## src/rtl/dca_matrix_store_packer_pkg.sv

```systemverilog
// Shared types for the matrix store packer.
// Optional saturation: DCA_MATRIX_STORE_SATURATE_EN.
package dca_matrix_store_packer_pkg;

  localparam int BW_LSU_ELEMENT = 32;
  localparam int MAX_BW_MEMORY_SINGLE_DEFAULT = 32;
  localparam int BW_TXN_INFO = 8;

  localparam int BW_DCA_MATRIX_INFO_OPCODE = 4;
  localparam int BW_DCA_MATRIX_INFO_ADDR = 32;
  localparam int BW_DCA_MATRIX_INFO_STRIDE_LS3 = 16;
  localparam int BW_DCA_MATRIX_INFO_NUM_ROW_M1 = 4;
  localparam int BW_DCA_MATRIX_INFO_NUM_COL_M1 = 4;
  localparam int BW_DCA_MATRIX_INFO_LSA_P3 = 3;

  localparam logic [2:0] LSA_P3_W1 = 3'd0;
  localparam logic [2:0] LSA_P3_W2 = 3'd1;
  localparam logic [2:0] LSA_P3_W4 = 3'd2;
  localparam logic [2:0] LSA_P3_W8 = 3'd3;
  localparam logic [2:0] LSA_P3_W16 = 3'd4;
  localparam logic [2:0] LSA_P3_W32 = 3'd5;

  typedef enum logic [1:0] {
    ST_IDLE,
    ST_ACTIVE,
    ST_DRAIN
  } state_t;

  // col_mask sits above this block; its width follows the matrix size
  typedef struct packed {
    logic [BW_DCA_MATRIX_INFO_LSA_P3-1:0] lsa_p3;
    logic is_float;
    logic is_signed;
    logic [BW_DCA_MATRIX_INFO_NUM_COL_M1-1:0] num_col_m1;
    logic [BW_DCA_MATRIX_INFO_NUM_ROW_M1-1:0] num_row_m1;
    logic [BW_DCA_MATRIX_INFO_STRIDE_LS3-1:0] stride_ls3;
    logic [BW_DCA_MATRIX_INFO_ADDR-1:0] addr;
    logic [BW_DCA_MATRIX_INFO_OPCODE-1:0] opcode;
  } dca_matrix_info_t;

  function automatic logic [2:0] lsa_clamp(input logic [2:0] v);
    return (v > LSA_P3_W32) ? LSA_P3_W32 : v;
  endfunction

endpackage

```

## src/rtl/dca_matrix_store_narrow.sv

```systemverilog
// Narrows one 32-bit LSU element to 2^lsa_p3 bits.
// Saturation only with DCA_MATRIX_STORE_SATURATE_EN.
module dca_matrix_store_narrow
  import dca_matrix_store_packer_pkg::*;
(
  input  logic [BW_LSU_ELEMENT-1:0] elem,
  input  logic [2:0]                lsa_p3,
  input  logic                      is_signed,
  output logic [BW_LSU_ELEMENT-1:0] narrow
);

  logic [5:0]  w;
  logic [31:0] keep;

  assign w = 6'd1 << lsa_p3;
  assign keep = (lsa_p3 == LSA_P3_W32) ? '1
              : ((32'd1 << w) - 32'd1);

`ifdef DCA_MATRIX_STORE_SATURATE_EN
  logic [31:0] hi_s;
  logic [31:0] hi_u;
  logic [31:0] sat;
  logic        fit_s;
  logic        fit_u;

  // element fits if everything above the kept field is sign/zero fill
  always_comb begin
    hi_s = $unsigned($signed(elem) >>> (w - 6'd1));
    hi_u = elem >> w;
    fit_s = (hi_s == '0) || (hi_s == '1);
    fit_u = (hi_u == '0);
    sat = elem;
    if (lsa_p3 != LSA_P3_W32) begin
      if (is_signed && !fit_s)
        sat = elem[31] ? ~(keep >> 1) : (keep >> 1);
      else if (!is_signed && !fit_u)
        sat = keep;
    end
  end

  assign narrow = sat & keep;
`else
  logic unused_sign;

  assign unused_sign = is_signed;
  assign narrow = elem & keep;
`endif

endmodule

```

## src/rtl/dca_matrix_store_packer.sv

```systemverilog
// Packs narrowed LSU element rows into memory rows with strobes.
// Optional saturation: DCA_MATRIX_STORE_SATURATE_EN.
module dca_matrix_store_packer
  import dca_matrix_store_packer_pkg::*;
#(
  parameter int LSU_PARA = 0,
  parameter int AXI_PARA = 32,
  parameter int MATRIX_SIZE_PARA = 4,
  localparam int MATRIX_NUM_COL = MATRIX_SIZE_PARA,
  localparam int BW_LSU_ELEMENT_ROW =
    MATRIX_NUM_COL * BW_LSU_ELEMENT,
  localparam int BW_MEMORY_ROW_BUFFER =
    MATRIX_NUM_COL * MAX_BW_MEMORY_SINGLE_DEFAULT,
  localparam int BW_RRESP_INFO =
    MATRIX_NUM_COL + $bits(dca_matrix_info_t)
) (
  input  logic                              clk,
  input  logic                              rstnn,
  input  logic                              inst_valid,
  output logic                              inst_ready,
  input  logic [BW_RRESP_INFO-1:0]          inst_info,
  input  logic                              elem_valid,
  output logic                              elem_ready,
  input  logic [BW_LSU_ELEMENT_ROW-1:0]     elem_row,
  input  logic [BW_TXN_INFO-1:0]            elem_txn,
  output logic                              wrow_valid,
  input  logic                              wrow_ready,
  output logic [BW_MEMORY_ROW_BUFFER-1:0]   wrow_data,
  output logic [BW_MEMORY_ROW_BUFFER/8-1:0] wrow_strb,
  output logic [BW_TXN_INFO-1:0]            wrow_txn,
  output logic                              wrow_last
);

  localparam int NC = MATRIX_NUM_COL;
  localparam int BW_STRB = BW_MEMORY_ROW_BUFFER / 8;
  localparam int BW_ROW = BW_DCA_MATRIX_INFO_NUM_ROW_M1;
  localparam int unused_para = LSU_PARA + AXI_PARA;

  state_t state;
  state_t state_nx;

  dca_matrix_info_t info_in;
  logic [NC-1:0]    mask_in;
  logic             unused_info;

  logic [NC-1:0]    col_mask_q;
  logic [2:0]       lsa_q;
  logic             sign_q;
  logic [BW_ROW-1:0] nrow_q;
  logic [BW_ROW-1:0] row_cnt;

  logic inst_fire;
  logic elem_fire;
  logic out_fire;
  logic last_row;

  logic [NC*32-1:0]               narrow_row;
  logic [5:0]                     w_bits;
  logic [3:0]                     byte_ones;
  logic [BW_MEMORY_ROW_BUFFER-1:0] pack_data;
  logic [BW_STRB-1:0]             pack_strb;

  assign {mask_in, info_in} = inst_info;
  assign unused_info = ^{info_in.is_float, info_in.num_col_m1,
                         info_in.stride_ls3, info_in.addr,
                         info_in.opcode};

  assign inst_fire = inst_valid & inst_ready;
  assign elem_fire = elem_valid & elem_ready;
  assign out_fire  = wrow_valid & wrow_ready;
  assign last_row  = (row_cnt == nrow_q);

  for (genvar g = 0; g < NC; g++) begin : g_col
    dca_matrix_store_narrow u_narrow (
      .elem      (elem_row[32*g +: 32]),
      .lsa_p3    (lsa_q),
      .is_signed (sign_q),
      .narrow    (narrow_row[32*g +: 32])
    );
  end

  assign w_bits = 6'd1 << lsa_q;
  assign byte_ones = (lsa_q == LSA_P3_W32) ? 4'hF
                   : (lsa_q == LSA_P3_W16) ? 4'h3
                   : 4'h1;

  // sub-byte widths share a strobe byte; any active column sets it
  always_comb begin
    pack_data = '0;
    pack_strb = '0;
    for (int i = 0; i < NC; i++) begin
      if (col_mask_q[i]) begin
        pack_data = pack_data
          | (BW_MEMORY_ROW_BUFFER'(narrow_row[32*i +: 32])
             << (32'(w_bits) * 32'(i)));
        pack_strb = pack_strb
          | (BW_STRB'(byte_ones)
             << ((32'(w_bits) * 32'(i)) >> 3));
      end
    end
  end

  always_comb begin
    state_nx = state;
    inst_ready = 1'b0;
    elem_ready = 1'b0;
    unique case (state)
      ST_IDLE: begin
        inst_ready = 1'b1;
        if (inst_valid) state_nx = ST_ACTIVE;
      end
      ST_ACTIVE: begin
        elem_ready = !wrow_valid | wrow_ready;
        if (elem_valid && elem_ready && last_row)
          state_nx = ST_DRAIN;
      end
      ST_DRAIN: begin
        if (wrow_valid && wrow_ready) state_nx = ST_IDLE;
      end
      default: state_nx = ST_IDLE;
    endcase
  end

  always_ff @(posedge clk) begin
    if (!rstnn) begin
      state      <= ST_IDLE;
      row_cnt    <= '0;
      col_mask_q <= '0;
      lsa_q      <= '0;
      sign_q     <= 1'b0;
      nrow_q     <= '0;
      wrow_valid <= 1'b0;
      wrow_data  <= '0;
      wrow_strb  <= '0;
      wrow_txn   <= '0;
      wrow_last  <= 1'b0;
    end else begin
      state <= state_nx;
      if (inst_fire) begin
        col_mask_q <= mask_in;
        lsa_q      <= lsa_clamp(info_in.lsa_p3);
        sign_q     <= info_in.is_signed;
        nrow_q     <= info_in.num_row_m1;
        row_cnt    <= '0;
      end
      if (elem_fire) begin
        row_cnt    <= row_cnt + 1'b1;
        wrow_valid <= 1'b1;
        wrow_data  <= pack_data;
        wrow_strb  <= pack_strb;
        wrow_txn   <= elem_txn;
        wrow_last  <= last_row;
      end else if (out_fire) begin
        wrow_valid <= 1'b0;
      end
    end
  end

endmodule
```

## config.mk

```make
export PLATFORM = sky130hd
export DESIGN_NAME = dca_matrix_store_packer
export DESIGN_NICKNAME = d
export VERILOG_FILES = /design/src/rtl/dca_matrix_store_packer_pkg.sv /design/src/rtl/dca_matrix_store_narrow.sv /design/src/rtl/dca_matrix_store_packer.sv
export SDC_FILE = /design/constraint.sdc
export NUM_CORES = 1
export LEC_CHECK = 0
export ABC_AREA = 1
export CAP_MARGIN = 5
export CORE_ASPECT_RATIO = 0.6
export CORE_MARGIN = 8
export CORE_UTILIZATION = 40
export DETAILED_ROUTE_END_ITERATION = 12
export PLACE_DENSITY = 0.68
export SLEW_MARGIN = 20
export SYNTH_ARGS = -nofsm -noshare
export SYNTH_HDL_FRONTEND = slang
export SYNTH_SLANG_ARGS = --single-unit
```

## constraint.sdc

```tcl
create_clock -name clk -period 4.9 [get_ports clk]
set_clock_uncertainty 0.1 [all_clocks]
set_input_delay 0.98 -clock clk [delete_from_list [all_inputs] [get_ports clk]]
set_output_delay 0.98 -clock clk [all_outputs]
set_load 0.02 [all_outputs]
```

==> results_dict.tcl <==
set metrics [dict create \
    status "finished clean" \
    die-height_um 157 \
    vias 18300 \
    cts_tree "done" \
    nNetsFinal 2747 \
    sw_frac_of_total_pct 49.2 \
    n_fill_cell 3341 \
    dp_hpwl_mm 60.4 \
    min_period_ns 4.44 \
    endpoint_kind "register" \
    syn_inst 2278 \
    leakage_nw 7.28 \
    multi_input_area_mm2 0.00874 \
    finalWorstSetupSlack_ns 0.458 \
    ys.flop_type "dfxtp_1" \
    globalRouteOverflowTotal 0 \
    row_count 51 \
    first_pass_iters 6 \
    clock_sinks 171 \
    rsz0062_at_grt "no" \
    ys_warn_count 0 \
    clk_latency_ns 0.46 \
    setup_viol 0 \
    fmax_mhz 225 \
    yosys.area.top_type_share_pct 25.7 \
    p_sw_w 0.00294 \
    hp-class "register to register" \
    clkTransAtPathRegs_ns 0.08 \
    wire_per_inst_um 25.9 \
    cts_root_buf "clkbuf_16" \
    synthArstFlopShare_pct 0 \
    numPortBuffers 307 \
    postCtsSetupBuffers 0 \
    initial_core_util_pct 40.8 \
    cp_max_fo 11 \
    syn_to_final_growth_pct 31.8 \
    ys_types 59 \
    grt_pass1_vias 16700 \
    seq_power_share_pct 25.5 \
    numCtsBuffers 17 \
    hold_start "wrow_data[127]$_SDFFE_PN0P_" \
    clockBufferDepth 2 \
    crit_slowest_cell "o211ai_1" \
    slew_viol_final 0 \
    io_pins 366 \
    critPathKind "register to register" \
    grt_max_degree 96 \
    relSlewSlack_pct 30.7 \
    fp.coreArea_mm2 0.0327 \
    internal_power_w 0.00303 \
    finalSetupTns_ns 0 \
    routed_via_density 6.14 \
    yosys-top-cells-area "dfxtp_1, nand2_1, nand3_1" \
    cts_resized 0 \
    seqCellArea_mm2 0.00342 \
    drive_gt1_share_pct 7.61 \
    htreeDepth 4 \
    comb_power_share_pct 50.1 \
    synth_edf_count 0 \
    cp_cell_sequence "buf_4 -> nor2_4 -> nand2_1 -> buf_4 -> inv_2 -> ha_1 -> nand3_1 -> ha_1 -> inv_1 -> o21bai_2 -> nor2_2 -> nand3_1 -> nand2_1 -> nand2_1 -> o211ai_1 -> nand3_1 -> o21ai_1 -> o21ai_0 -> o21ai_0 -> buf_4 -> inv_1 -> a21oi_1" \
    die_w_um 252 \
    dieArea_mm2 0.0397 \
    regToRegStartpoint "lsa_q[0]$_SDFFE_PN0P_" \
    cap_viol_max_count 0 \
    ir_drop_mv 0.263 \
    place_congestion 1.06 \
    gr-usage-all-layers_pct 37.2 \
    grt_first_pass_wirelength_mm 111 \
    holdBufCountCts 0 \
    synthTopCellsByCount "nand2_1, nand3_1, a21oi_1" \
    syn_avg_cell_area_um2 5.86 \
    crit_start "lsa_q[0]$_SDFFE_PN0P_" \
    synth_seq_area_share_pct 25.7 \
    wl_mm 77.2 \
    arrival_ns 4.73 \
    clockPowerShare_pct 24.5 \
    ant_nets 0 \
    hold_viol 0 \
    synth_nets 2502 \
    grt_antenna_before_repair 0 \
    synth_area_mm2 0.0133 \
    ys_ff_latch 171 \
    power_density_mw_per_mm2 339 \
    post-place-ws_ns 0.675 \
    drt_iter0_drc 3070 \
    synth_top_cell_by_area "dfxtp_1" \
    antenna_cells 0 \
    worstMarginPinSlew_ns 1.04 \
    fin_crit_sh_pct 90.7 \
    cp-start-kind "register" \
    synth.most_common_cell "nand2_1" \
    cpPeakStageDelay_ns 0.38 \
    route.detailed.drc 0 \
    required_ns 5.19 \
]
## layout make-up
type,instances,area share (%)
Multi-Input combinational cell,1805,49.7
Timing Repair Buffer,388,21.1
Clock inverter,15,1.11
Inverter,140,3.03
Clock buffer,17,2.42
Sequential cell,171,19.5
Tap cell,450,3.20
## through the flow
stage | total power [W] | cells | instance area (µm²) | hold slack (ns) | utilization (%)
2_1_floorplan | 0.00313 | 2278 | 13300 | 0.331 | -
3_3_place_gp | 0.00437 | 2954 | 17000 | 0.355 | 51.9
3_5_place_dp | 0.00438 | 2954 | 17000 | 0.358 | 51.9
4_1_cts | 0.00583 | 2986 | 17600 | 0.368 | 53.8
5_1_grt | 0.00618 | 2986 | 17600 | 0.386 | 53.9
6_report | 0.00597 | 2986 | 17600 | 0.365 | 53.9
## worst max-delay path, delay by kind of cell, from the launching register on
family                   cells  cell delay (ns)
adder cells (fa/ha/maj)      2             0.39
AND/OR/NAND/NOR              8             1.31
flip-flops                   1             0.34
AO/OA/AOI/OAI                6             1.40
buffers and inverters        6             0.81
## kinds of logic (layout without fill, tap and decap cells)
| logic type | after synthesis | after routing | share of synthesized area [%] |
|---|---|---|---|
| adder cells (fa/ha/maj) | 14 | 14 | 1.37 |
| AO/OA/AOI/OAI | 497 | 497 | 20.6 |
| AND/OR/NAND/NOR | 1286 | 1286 | 42.6 |
| XOR/XNOR | 7 | 7 | 0.516 |
| flip-flops | 171 | 171 | 25.7 |
| buffers and inverters | 302 | 560 | 9.17 |
| multiplexers | 1 | 1 | 0.0750 |
## layout by cell type, fill, tap and decap left out, types with 12 or more instances in the layout
master,instances
a21oi_1,214
a31oi_1,31
buf_4,78
clkbuf_16,17
clkdlybuf4s50_1,306
dfxtp_1,171
ha_1,13
inv_1,125
nand2_1,636
nand2_2,17
nand3_1,398
nand4_1,34
nor2_1,141
nor3_1,15
o211ai_1,12
o21ai_0,168
o21ai_1,23
## worst paths after layout
| path | slack (ns) | cells past startpoint | end |
|---|---|---|---|
| hold reg to reg | 0.37 | 2 | wrow_data[127]$_SDFFE_PN0P_ |
| hold / removal | 0.37 | 2 | wrow_data[127]$_SDFFE_PN0P_ |
| setup reg to reg | 0.46 | 22 | wrow_data[47]$_SDFFE_PN0P_ |
| setup / recovery | 0.46 | 22 | wrow_data[47]$_SDFFE_PN0P_ |
## flip-flops by register name (all words and copies together) (netlist names)
signal      flops
wrow_data     128
wrow_strb      16
wrow_txn        8
col_mask_q      4
nrow_q          4
row_cnt         4
lsa_q           3
state           2
wrow_last       1
wrow_valid      1
## routing by layer
| metal | vias up | track usage (%) | routed length (µm) |
|---|---|---|---|
| met5 | - | 0 | 0 |
| met4 | 0 | 10.7 | 2230 |
| met2 | 1347 | 53.1 | 31100 |
| met3 | 129 | 12.8 | 11100 |
| met1 | 8665 | 52.2 | 32800 |
| li1 | 8191 | - | - |
## power by group through the flow
stage | clock network, W | logic, W | registers, W
after floorplan | 0 | 0.00154 | 0.00159
after global placement | 0 | 0.00283 | 0.00155
after detailed placement | 0 | 0.00284 | 0.00155
after CTS | 0.00146 | 0.00285 | 0.00152
after global routing | 0.00152 | 0.00314 | 0.00152
final | 0.00146 | 0.00299 | 0.00152
(Power assumes the default switching activity.)
